===== src/rtl/apb_pkg.sv =====
// Shared APB definitions: FSM state encoding, default bus widths and
// the logic_op register map used by the benches.
package apb_pkg;

    localparam int ADDR_W_DEF = 32;
    localparam int DATA_W_DEF = 32;

    typedef enum logic [1:0] {
        IDLE   = 2'd0,
        SETUP  = 2'd1,
        ACCESS = 2'd2
    } apb_state_e;

    // logic_op target register map; writing 2 to the select register picks XNOR
    localparam logic [31:0] LOGIC_OP_SEL_ADDR = 32'h0000_0000;
    localparam logic [31:0] LOGIC_OP_A_ADDR   = 32'h0000_0004;
    localparam logic [31:0] LOGIC_OP_B_ADDR   = 32'h0000_0008;
    localparam logic [31:0] LOGIC_OP_RES_ADDR = 32'h0000_000C;
    localparam logic [31:0] LOGIC_OP_XNOR     = 32'h0000_0002;

endpackage


===== src/rtl/apb_wait_timer.sv =====
// Saturating wait-state counter; expire flags the increment that makes
// the count reach TIMEOUT_CYC (never asserted when TIMEOUT_CYC is 0).
module apb_wait_timer #(
    parameter int TIMEOUT_CYC = 16
) (
    input  logic clk,
    input  logic rst_n,
    input  logic clear,
    input  logic inc,
    output logic expire
);

    localparam int CW = (TIMEOUT_CYC == 0) ? 1 : $clog2(TIMEOUT_CYC + 1);
    localparam logic [CW-1:0] ONE  = CW'(1);
    localparam logic [CW-1:0] LAST = CW'(TIMEOUT_CYC - 1);

    logic [CW-1:0] count;

    assign expire = (TIMEOUT_CYC != 0) && inc && (count == LAST);

    always_ff @(posedge clk or negedge rst_n) begin
        if (!rst_n) begin
            count <= '0;
        end else if (clear) begin
            count <= '0;
        end else if (inc && (count != '1)) begin
            count <= count + ONE;
        end
    end

endmodule


===== src/rtl/apb_master_ctrl.sv =====
// APB3 initiator: converts a valid/ready command into one SETUP/ACCESS
// transfer and returns a single-cycle response (read data or timeout).
module apb_master_ctrl
    import apb_pkg::*;
#(
    parameter int ADDR_W      = ADDR_W_DEF,
    parameter int DATA_W      = DATA_W_DEF,
    parameter int TIMEOUT_CYC = 16
) (
    input  logic              pclk,
    input  logic              presetn,
    input  logic              cmd_valid,
    output logic              cmd_ready,
    input  logic              cmd_write,
    input  logic [ADDR_W-1:0] cmd_addr,
    input  logic [DATA_W-1:0] cmd_wdata,
    output logic              rsp_valid,
    output logic [DATA_W-1:0] rsp_rdata,
    output logic              rsp_timeout,
    output logic              psel,
    output logic              penable,
    output logic              pwrite,
    output logic [ADDR_W-1:0] paddr,
    output logic [DATA_W-1:0] pwdata,
    input  logic [DATA_W-1:0] prdata,
    input  logic              pready
);

    apb_state_e state;
    logic       accept;
    logic       wait_inc;
    logic       expire;

    assign cmd_ready = (state == IDLE);
    assign accept    = cmd_valid && cmd_ready;
    assign wait_inc  = (state == ACCESS) && !pready;

    apb_wait_timer #(
        .TIMEOUT_CYC (TIMEOUT_CYC)
    ) u_wait_timer (
        .clk    (pclk),
        .rst_n  (presetn),
        .clear  (accept),
        .inc    (wait_inc),
        .expire (expire)
    );

    // rsp_valid defaults low so a response is only ever a single-cycle pulse
    always_ff @(posedge pclk or negedge presetn) begin
        if (!presetn) begin
            state       <= IDLE;
            psel        <= 1'b0;
            penable     <= 1'b0;
            pwrite      <= 1'b0;
            paddr       <= '0;
            pwdata      <= '0;
            rsp_valid   <= 1'b0;
            rsp_rdata   <= '0;
            rsp_timeout <= 1'b0;
        end else begin
            rsp_valid <= 1'b0;
            case (state)
                IDLE: begin
                    if (accept) begin
                        pwrite <= cmd_write;
                        paddr  <= cmd_addr;
                        pwdata <= cmd_wdata;
                        psel   <= 1'b1;
                        state  <= SETUP;
                    end
                end
                SETUP: begin
                    penable <= 1'b1;
                    state   <= ACCESS;
                end
                ACCESS: begin
                    if (pready) begin
                        psel        <= 1'b0;
                        penable     <= 1'b0;
                        rsp_valid   <= 1'b1;
                        rsp_timeout <= 1'b0;
                        rsp_rdata   <= pwrite ? '0 : prdata;
                        state       <= IDLE;
                    end else if (expire) begin
                        psel        <= 1'b0;
                        penable     <= 1'b0;
                        rsp_valid   <= 1'b1;
                        rsp_timeout <= 1'b1;
                        rsp_rdata   <= '0;
                        state       <= IDLE;
                    end
                end
                default: begin
                    psel    <= 1'b0;
                    penable <= 1'b0;
                    state   <= IDLE;
                end
            endcase
        end
    end

endmodule


===== config.mk =====
export PLATFORM = sky130hd
export DESIGN_NAME = apb_master_ctrl
export DESIGN_NICKNAME = d
export VERILOG_FILES = /design/src/rtl/apb_pkg.sv /design/src/rtl/apb_wait_timer.sv /design/src/rtl/apb_master_ctrl.sv
export SDC_FILE = /design/constraint.sdc
export NUM_CORES = 1
export LEC_CHECK = 0
export CAP_MARGIN = 0
export CELL_PAD_IN_SITES_DETAIL_PLACEMENT = 0
export CELL_PAD_IN_SITES_GLOBAL_PLACEMENT = 1
export CORE_MARGIN = 2
export CORE_UTILIZATION = 31
export DETAILED_ROUTE_END_ITERATION = 16
export PLACE_DENSITY = 0.93
export SETUP_SLACK_MARGIN = 0.02
export SYNTH_ARGS = -nofsm -noshare
export SYNTH_HDL_FRONTEND = slang
export SYNTH_SLANG_ARGS = --single-unit

===== constraint.sdc =====
create_clock -name pclk -period 5.9 [get_ports pclk]
set_input_delay 1.18 -clock pclk [delete_from_list [all_inputs] [get_ports pclk]]
set_output_delay 1.18 -clock pclk [all_outputs]
set_load 0.01 [all_outputs]

==> out/results.ini, run 1 <==
[status]
status=completed

[worst_setup_path]
path_max_fanout=68
critPathLaunch=cmd_valid
critical-path-top-delay-family=buffers and inverters
reg2reg_setup_slack_ns=3.14
crit_chain=clkdlybuf4s50_1, or3b_2, buf_4, inv_2, nor2_1, a22o_1
critPathKind=in -> reg
critPathCaptureType=register
critPathMaxStageDelay_ns=0.84
cpMaxStageDelayCell=inv_2
start_kind=primary input
cp.buffers_inverters=3
cp.arrival_ns=3.79
worstPathRequired_ns=6.14
timing.rr.start=state[0]$_DFFE_PN0P_

[floorplan]
pin_count=203
die_w_um=121.4
fp.coreArea_um2=13350
dieArea_um2=14730
die_h_um=121.4
rows=42
initial_utilization_pct=32.00

[routing]
ant_nets=0
avgViaCountPerCell=4.498
wl_mm=11.34
num_vias=3765
drt_pass1_iterations=4
drt_iter0_drc=197
post_drt_wl_per_cell_um=13.55
drc=0

[synthesis]
synth_edf_count=0
synth_compound_area_share_pct=9.110
synth_xor_area_share_pct=0
synth_cell_types=28
synthAdderAreaFrac_pct=0.8787
yosysSeqAreaShare_pct=63.27
synth_area_um2=4272
ys_ff_latch=108
synth_mux_area_share_pct=0.2343
synthSimpleGateAreaFrac_pct=22.73
netlist_instances=469
syn_nets=573
async_flop_share_pct=100.0
ys_warn_count=0
synth_top_family_by_area=simple AND/OR/NAND/NOR gates
synth_ff_type=dfrtp_1
postSynthAreaPerCell_um2=9.108

[power_and_ir_drop]
ir_worst_vdd_v=0.0001847
p_per_area_nw_per_um2=497.6
p_leak_nw=3.117
finalPower_mw=3.348

[final_layout]
num_antenna_cells=0
syn2layout_area_growth_pct=57.53
multi_input_area_um2=1410
layout-drive-gt1-share_pct=4.085
n_fill_cell=1230
regArea_um2=2703
fin_nets=760

[sta]
fin_crit_ns=3.549
final_max_slew_viol_count=0
setup_violations=0
hold_violations=0
grt_setup_unrepaired=no
worst_pin_slew_ns=1.211
maxSlewHeadroom_pct=18.90
fin_ws_ns=2.351
fin_crit_sh_pct=60.15
tns_ns=0
finalClockSkew_ns=0.006566
fmax_mhz=281.8

[cts]
cts_tree=yes
cts-buffers-inserted=9
cts_hold_buf=0
clock_latency_ns=0.35
htreeDepth=3
cts.clk_slew.worst_paths_ns=0.07
cts_num_sinks=108
clockRootBuffer=clkbuf_16
clockBufferDepth=2
post_cts_buffers=0
cts_resized=0

[hold_path]
hold_path.class=reg -> reg
min-delay-start=pwdata[8]$_DFFE_PN0P_

[global_route]
grt_pass1_vias=3652
grt_pass1_wl_mm=17.84
antenna_found_initial=0
grt_overflow=0
grt_max_degree=69
grt_use_total_pct=15.35

[placement]
dpl_worst_slack_ns=2.009
io_buffers=202
hpwlAfterDp_mm=7.917
place_congestion=0.7414

[job]
cap_violations=0

[metrics by stage]
step / instances / utilization, % / cell area (um2) / hold WS [ns]
6_report: 837 / 50.41 / 6729 / 0.4786
5_1_grt: 837 / 50.41 / 6729 / 0.4972
4_1_cts: 837 / 50.41 / 6729 / 0.4829
3_5_place_dp: 821 / 47.96 / 6401 / 0.4652
3_3_place_gp: 821 / 47.96 / 6401 / 0.4567
2_1_floorplan: 469 / - / 4272 / 0.4589
[kinds of logic (layout without fill, tap and decap cells)]
family,count (synthesis),in the layout
AOI/OAI and AO/OA,76,76
adders and majority gates,3,3
and+or+nand+nor,246,246
buffers and inverters,35,227
muxes,1,1
DFF,108,108
[path summary, 6_finish.rpt]
| check | to | depth (start not counted) |
|---|---|---|
| min in group asynchronous | paddr[20]$_DFFE_PN0P_ | 1 |
| max reg2reg | u_wait_timer.count[1]$_DFFE_PN0P_ | 5 |
| max | u_wait_timer.count[1]$_DFFE_PN0P_ | 6 |
| min | pwdata[8]$_DFFE_PN0P_ | 2 |
| max in group asynchronous | pwdata[7]$_DFFE_PN0P_ | 2 |
| min reg2reg | pwdata[8]$_DFFE_PN0P_ | 2 |
[cell type report]
cell class                      instances  area share, %
Timing Repair Buffer                  206          30.46
Sequential cell                       108          40.16
Multi-Input combinational cell        326          20.96
Inverter                                5         0.2789
Tap cell                              176          3.273
Clock buffer                           11          3.607
Clock inverter                          5          1.264
[cell usage after synthesis, types with 2 or more instances]
master,count,area share [%]
nand3_1,2,0.23
buf_2,8,0.94
clkbuf_1,17,1.5
a21oi_1,5,0.59
o21ai_0,68,8.0
buf_4,3,0.53
ha_1,3,0.88
dfrtp_1,108,63
nand2_1,230,20
inv_1,4,0.35
nor2_1,4,0.35
[routing by layer]
layer	vias to the layer above	GRT usage, %	part of all wire [%]
li1	1856	-	-
met1	1751	19.30	44
met2	145	25.28	46
met3	13	3.994	7.8
met4	0	6.034	1.7
met5	-	0	0
[worst reg2reg max path, cell delays in order, from the launching register on]
cell and delay, ns:
dfrtp_1 0.47, or3b_2 0.49, buf_4 0.32, inv_2 0.90, nor2_1 0.25, a22o_1 0.22
[placed cells by master (no fill, tap or decap), drive strengths merged, types with 2 or more instances in the layout]
master / synthesis / final
nor2: 4 / 4
nand3: 2 / 2
clkdlybuf4s50: 0 / 201
clkinv: 0 / 2
dfrtp: 108 / 108
o21ai: 68 / 68
ha: 3 / 3
or3: 2 / 2
nand2: 230 / 230
inv: 5 / 5
a21oi: 5 / 5
bufinv: 0 / 2
and2b: 2 / 2
buf: 12 / 5
clkbuf: 18 / 11
[flip-flops by register name (all words and copies together), names as in the netlist]
| name | count |
|---|---|
| paddr | 32 |
| pwdata | 32 |
| rsp_rdata | 32 |
| u_wait_timer.count | 5 |
| state | 2 |
| penable | 1 |
| psel | 1 |
| pwrite | 1 |
| rsp_timeout | 1 |
| rsp_valid | 1 |
[report_power, final]
group | switching, mW | total (mW) | internal [mW]
Clock | 0.266 | 0.652 | 0.385
Sequential | 0.203 | 1.27 | 1.07
Combinational | 0.660 | 1.42 | 0.762
No activity file was read; power rests on OpenSTA's default activity.
==> run 2, diff against run 1 <==
--- a/config.mk
+++ b/config.mk
@@ -9,9 +9,9 @@
 export CELL_PAD_IN_SITES_DETAIL_PLACEMENT = 0
 export CELL_PAD_IN_SITES_GLOBAL_PLACEMENT = 1
 export CORE_MARGIN = 2
-export CORE_UTILIZATION = 31
+export CORE_UTILIZATION = 29
 export DETAILED_ROUTE_END_ITERATION = 16
-export PLACE_DENSITY = 0.93
+export PLACE_DENSITY = 0.88
 export SETUP_SLACK_MARGIN = 0.02
 export SYNTH_ARGS = -nofsm -noshare
 export SYNTH_HDL_FRONTEND = slang
==> constraint.sdc (replaced) <==
create_clock -name pclk -period 3.45 [get_ports pclk]
set_input_delay 0.69 -clock pclk [delete_from_list [all_inputs] [get_ports pclk]]
set_output_delay 0.69 -clock pclk [all_outputs]
set_load 0.01 [all_outputs]
==> run 2 against run 1 <==
Against the previous run:
- setup slack got worse by 1.1 ns
- cell area rose by 1.2%
- critical path depth fell by 4
- wire length rose by 4.1%
- first-iteration DRC count increased by 32%
- global-route usage rose by 0.27 points
==> out/results.ini, run 2 (synthesized netlist as in run 1, its figures left out) <==
[placement]
place_congestion=0.7234
hpwlAfterDp_mm=8.368
io_buffers=202

[floorplan]
initial_utilization_pct=29.50
rows=44
die_w_um=125.4
pin_count=203
fp.coreArea_um2=14480
dieArea_um2=15720
die_h_um=125.4

[cts]
clockBufferDepth=2
cts.clk_slew.worst_paths_ns=0.07
cts-buffers-inserted=9
cts_num_sinks=108
clock_latency_ns=0.34
cts_hold_buf=0
clockRootBuffer=clkbuf_16
post_cts_buffers=0
cts_tree=yes
cts_resized=0
htreeDepth=3

[routing]
drt_iter0_drc=261
avgViaCountPerCell=4.596
post_drt_wl_per_cell_um=13.92
num_vias=3897
ant_nets=0
drt_pass1_iterations=4
wl_mm=11.80
drc=0

[final_layout]
utilization_pct=47.04
num_antenna_cells=0
n_fill_cell=1334
syn2layout_area_growth_pct=59.43
layout-drive-gt1-share_pct=4.518
final_common_cell=nand2_1
fin_nets=763
reg_top3=paddr x32, pwdata x32, rsp_rdata x32
final_cell_mix=nand2_1, clkdlybuf4s50_1, dfrtp_1, o21ai_0, clkbuf_16

[sta]
maxSlewHeadroom_pct=53.62
worst_pin_slew_ns=0.6957
tns_ns=0
setup_violations=0
fin_crit_sh_pct=64.30
fin_crit_ns=2.218
final_max_slew_viol_count=0
hold_violations=0
finalClockSkew_ns=0.008404
grt_setup_unrepaired=no
fmax_mhz=450.8

[status]
status=completed

[global_route]
grt_pass1_wl_mm=20.07
grt_max_degree=68
grt_pass1_vias=4048
grt_overflow=0
antenna_found_initial=0
grt_use_total_pct=15.62

[worst_setup_path]
cp.arrival_ns=1.53
worstPathRequired_ns=2.76
start_kind=register
path_max_fanout=10
critPathKind=reg -> out
critPathCaptureType=output pin

[power_and_ir_drop]
ir_worst_vdd_v=0.0003954
finalPower_mw=5.845
p_leak_nw=3.157
p_per_area_nw_per_um2=858.2

[job]
cap_violations=0

[hold_path]
hold_path.class=in -> async

-- run 2: area by class of cell --
| cell class | count | area, um2 | area share [%] |
|---|---|---|---|
| clock buffers | 12 | 256.5 | 3.766 |
| clock inverters | 4 | 95.09 | 1.396 |
| inverters | 5 | 18.77 | 0.2756 |
| multi-input cells | 326 | 1410 | 20.71 |
| flip-flops and latches | 108 | 2703 | 39.68 |
| well taps | 184 | 230.2 | 3.380 |
| repair buffers | 209 | 2097 | 30.79 |
-- run 2: worst paths after layout --
| path | from | to | slack, ns | cells past startpoint |
|---|---|---|---|---|
| setup / recovery | state[0]$_DFFE_PN0P_ | cmd_ready | 1.23 | 2 |
| hold / removal | presetn | rsp_rdata[22]$_DFFE_PN0P_ | 0.37 | 1 |
| setup reg to reg | u_wait_timer.count[0]$_DFFE_PN0P_ | u_wait_timer.count[3]$_DFFE_PN0P_ | 1.35 | 6 |
| hold reg to reg | pwdata[17]$_DFFE_PN0P_ | pwdata[17]$_DFFE_PN0P_ | 0.47 | 2 |
| max in group asynchronous | presetn | pwdata[7]$_DFFE_PN0P_ | 2.30 | 2 |
| min in group pclk | pwdata[17]$_DFFE_PN0P_ | pwdata[17]$_DFFE_PN0P_ | 0.47 | 2 |
-- run 2: power breakdown --
group,switching (mW),internal (mW)
combinational,1.14,1.32
clock,0.449,0.749
sequential,0.348,1.83
-- run 2: critical path: stages (launching register included) --
cell,delay [ns]
dfrtp_1,0.48
nor2_1,0.15
clkdlybuf4s50_1,0.56
-- run 2: metrics by stage --
| step | std cells | area [um2] | worst slack [ns] | hold WS [ns] |
|---|---|---|---|---|
| 2_1_floorplan | 469 | 4272 | 1.483 | 0.3944 |
| 3_3_place_gp | 832 | 6459 | 0.9839 | 0.4575 |
| 3_5_place_dp | 832 | 6459 | 0.9469 | 0.4635 |
| 4_1_cts | 848 | 6810 | 1.189 | 0.3891 |
| 5_1_grt | 848 | 6810 | 1.146 | 0.4273 |
| 6_report | 848 | 6810 | 1.232 | 0.3737 |
-- run 2: per-layer routing --
layer | track usage, % | routed length [um]
met1 | 20.03 | 5201
met2 | 25.77 | 5688
met3 | 4.022 | 732
met4 | 5.425 | 180
met5 | 0 | 0
==> run 3, diff against run 2 <==
==> constraint.sdc (replaced) <==
create_clock -name pclk -period 2.3 [get_ports pclk]
set_input_delay 0.46 -clock pclk [delete_from_list [all_inputs] [get_ports pclk]]
set_output_delay 0.46 -clock pclk [all_outputs]
set_load 0.01 [all_outputs]
==> run 3 against run 2 <==
Against the previous run:
- first-iteration DRC count fell by 23%
- hold slack lost 0.29 ns
- die area unchanged
- register-to-register slack worse by 1.2 ns
- final cell count is 0.47% higher
- sequential share of layout area grew 0.16 points
- global-route usage down 0.48 points
==> out/results.ini, run 3 (synthesized netlist as in run 1, its figures left out) <==
[final_layout]
num_antenna_cells=0
syn2layout_area_growth_pct=58.79
final_cell_mix=nand2_1, clkdlybuf4s50_1, dfrtp_1, o21ai_0
fin_nets=767
reg_top3=paddr x32, pwdata x32, rsp_rdata x32
layout-drive-gt1-share_pct=4.940
n_fill_cell=1330
final_common_cell=nand2_1

[worst_setup_path]
start_kind=register
path_max_fanout=5
critPathCaptureType=register
reg2reg_setup_slack_ns=0.13
cp.arrival_ns=2.44
crit_top_cell=ha_1
critPathMaxStageDelay_ns=0.51
crit_chain=ha_1, and3_1, ha_1, or4b_4, or3_1, a21oi_1
cpMaxStageDelayCell=or4b_4
critPathKind=reg -> reg
worstPathRequired_ns=2.57

[sta]
fin_crit_ns=2.170
finalClockSkew_ns=0.004873
worst_pin_slew_ns=0.5116
grt_setup_unrepaired=no
maxSlewHeadroom_pct=65.89
hold_violations=0
final_max_slew_viol_count=0
tns_ns=0
fin_crit_sh_pct=94.36
fmax_mhz=460.7
setup_violations=0

[cts]
cts_resized=0
cts_tree=yes
cts_num_sinks=108
clockRootBuffer=clkbuf_16
cts_hold_buf=0
clockBufferDepth=2
clock_latency_ns=0.34
htreeDepth=3
post_cts_buffers=0
cts.clk_slew.worst_paths_ns=0.07
cts-buffers-inserted=9

[routing]
post_drt_wl_per_cell_um=13.80
drt_iter0_drc=202
ant_nets=0
wl_mm=11.75
avgViaCountPerCell=4.531
drt_pass1_iterations=4
num_vias=3860
drc=0

[global_route]
grt.met3_usage_pct=4.193
antenna_found_initial=0
grt_overflow=0
grt_use_met1_pct=19.36
grt_pass1_wl_mm=19.38
gr-usage-met2_pct=24.01
grt_max_degree=68
busiest_layer=met2
grt_use_total_pct=15.15
grt_pass1_vias=3918

[floorplan]
initial_utilization_pct=29.50
rows=44
pin_count=203
dieArea_um2=15720
die_w_um=125.4
fp.coreArea_um2=14480
die_h_um=125.4

[status]
status=completed

[placement]
io_buffers=202
hpwlAfterDp_mm=8.329
place_congestion=0.7610

[power_and_ir_drop]
p_leak_nw=3.146
p_seq_share_pct=38.5
p_sw_share_pct=34.20
p_int_mw=5.557
switching_power_mw=2.888
p_per_area_nw_per_um2=1245
ir_worst_vdd_v=0.0004568
finalPower_mw=8.445
combPwrFrac_pct=44.2
clock_power_share_pct=17.3

[job]
cap_violations=0

[hold_path]
hold_path.class=in -> async

[run 3: worst max-delay path, delay by kind of cell (launching register included)]
family / cells / cell delay (ns)
adders and majority gates: 2 / 0.43
AOI/OAI and AO/OA: 1 / 0.17
DFF: 1 / 0.41
and+or+nand+nor: 3 / 1.07
[run 3: final timing paths]
check,startpoint,endpoint,depth (start not counted)
worst min register to register,paddr[31]$_DFFE_PN0P_,paddr[31]$_DFFE_PN0P_,2
max in group asynchronous,presetn,pwdata[11]$_DFFE_PN0P_,2
worst max-delay path,u_wait_timer.count[0]$_DFFE_PN0P_,u_wait_timer.count[3]$_DFFE_PN0P_,6
worst max register to register,u_wait_timer.count[0]$_DFFE_PN0P_,u_wait_timer.count[3]$_DFFE_PN0P_,6
worst min-delay path,presetn,psel$_DFFE_PN0P_,1
min in group pclk,paddr[31]$_DFFE_PN0P_,paddr[31]$_DFFE_PN0P_,2
[run 3: metal layers]
metal | part of all wire, % | wire length [um] | up-vias
met5 | 0 | 0 | -
met4 | 2.8 | 324 | 0
met3 | 6.4 | 748 | 22
met2 | 47 | 5486 | 161
met1 | 44 | 5195 | 1807
li1 | - | - | 1870
[run 3: power groups by stage]
stage                     combinational [mW]  sequential [mW]  clock (mW)
after floorplan                         1.19             3.58           0
after global placement                  3.69             3.24           0
after detailed placement                3.79             3.27           0
after CTS                               3.79             3.26        1.52
after global routing                    4.09             3.37        1.59
final                                   3.74             3.25        1.46
[run 3: metrics by stage]
step	setup WS (ns)	cell area, um2	util, %	hold slack, ns	std cells
after floorplan	0.3329	4272	-	0.1644	469
after global placement	0.2492	6501	44.90	0.4582	836
after detailed placement	0.1350	6501	44.90	0.4608	836
after CTS	0.1217	6783	46.85	0.08931	852
after global routing	0.08244	6783	46.85	0.1237	852
final	0.1296	6783	46.85	0.08703	852
[run 3: layout make-up]
class                      count  area (um2)  area share [%]
multi-input combinational    326        1410           20.79
clock inverter                 3       21.27          0.3136
clock buffer                  13       260.3           3.837
inverter                       5       18.77          0.2767
timing repair buffer         213        2140           31.54
tap                          184       230.2           3.394
sequential                   108        2703           39.84
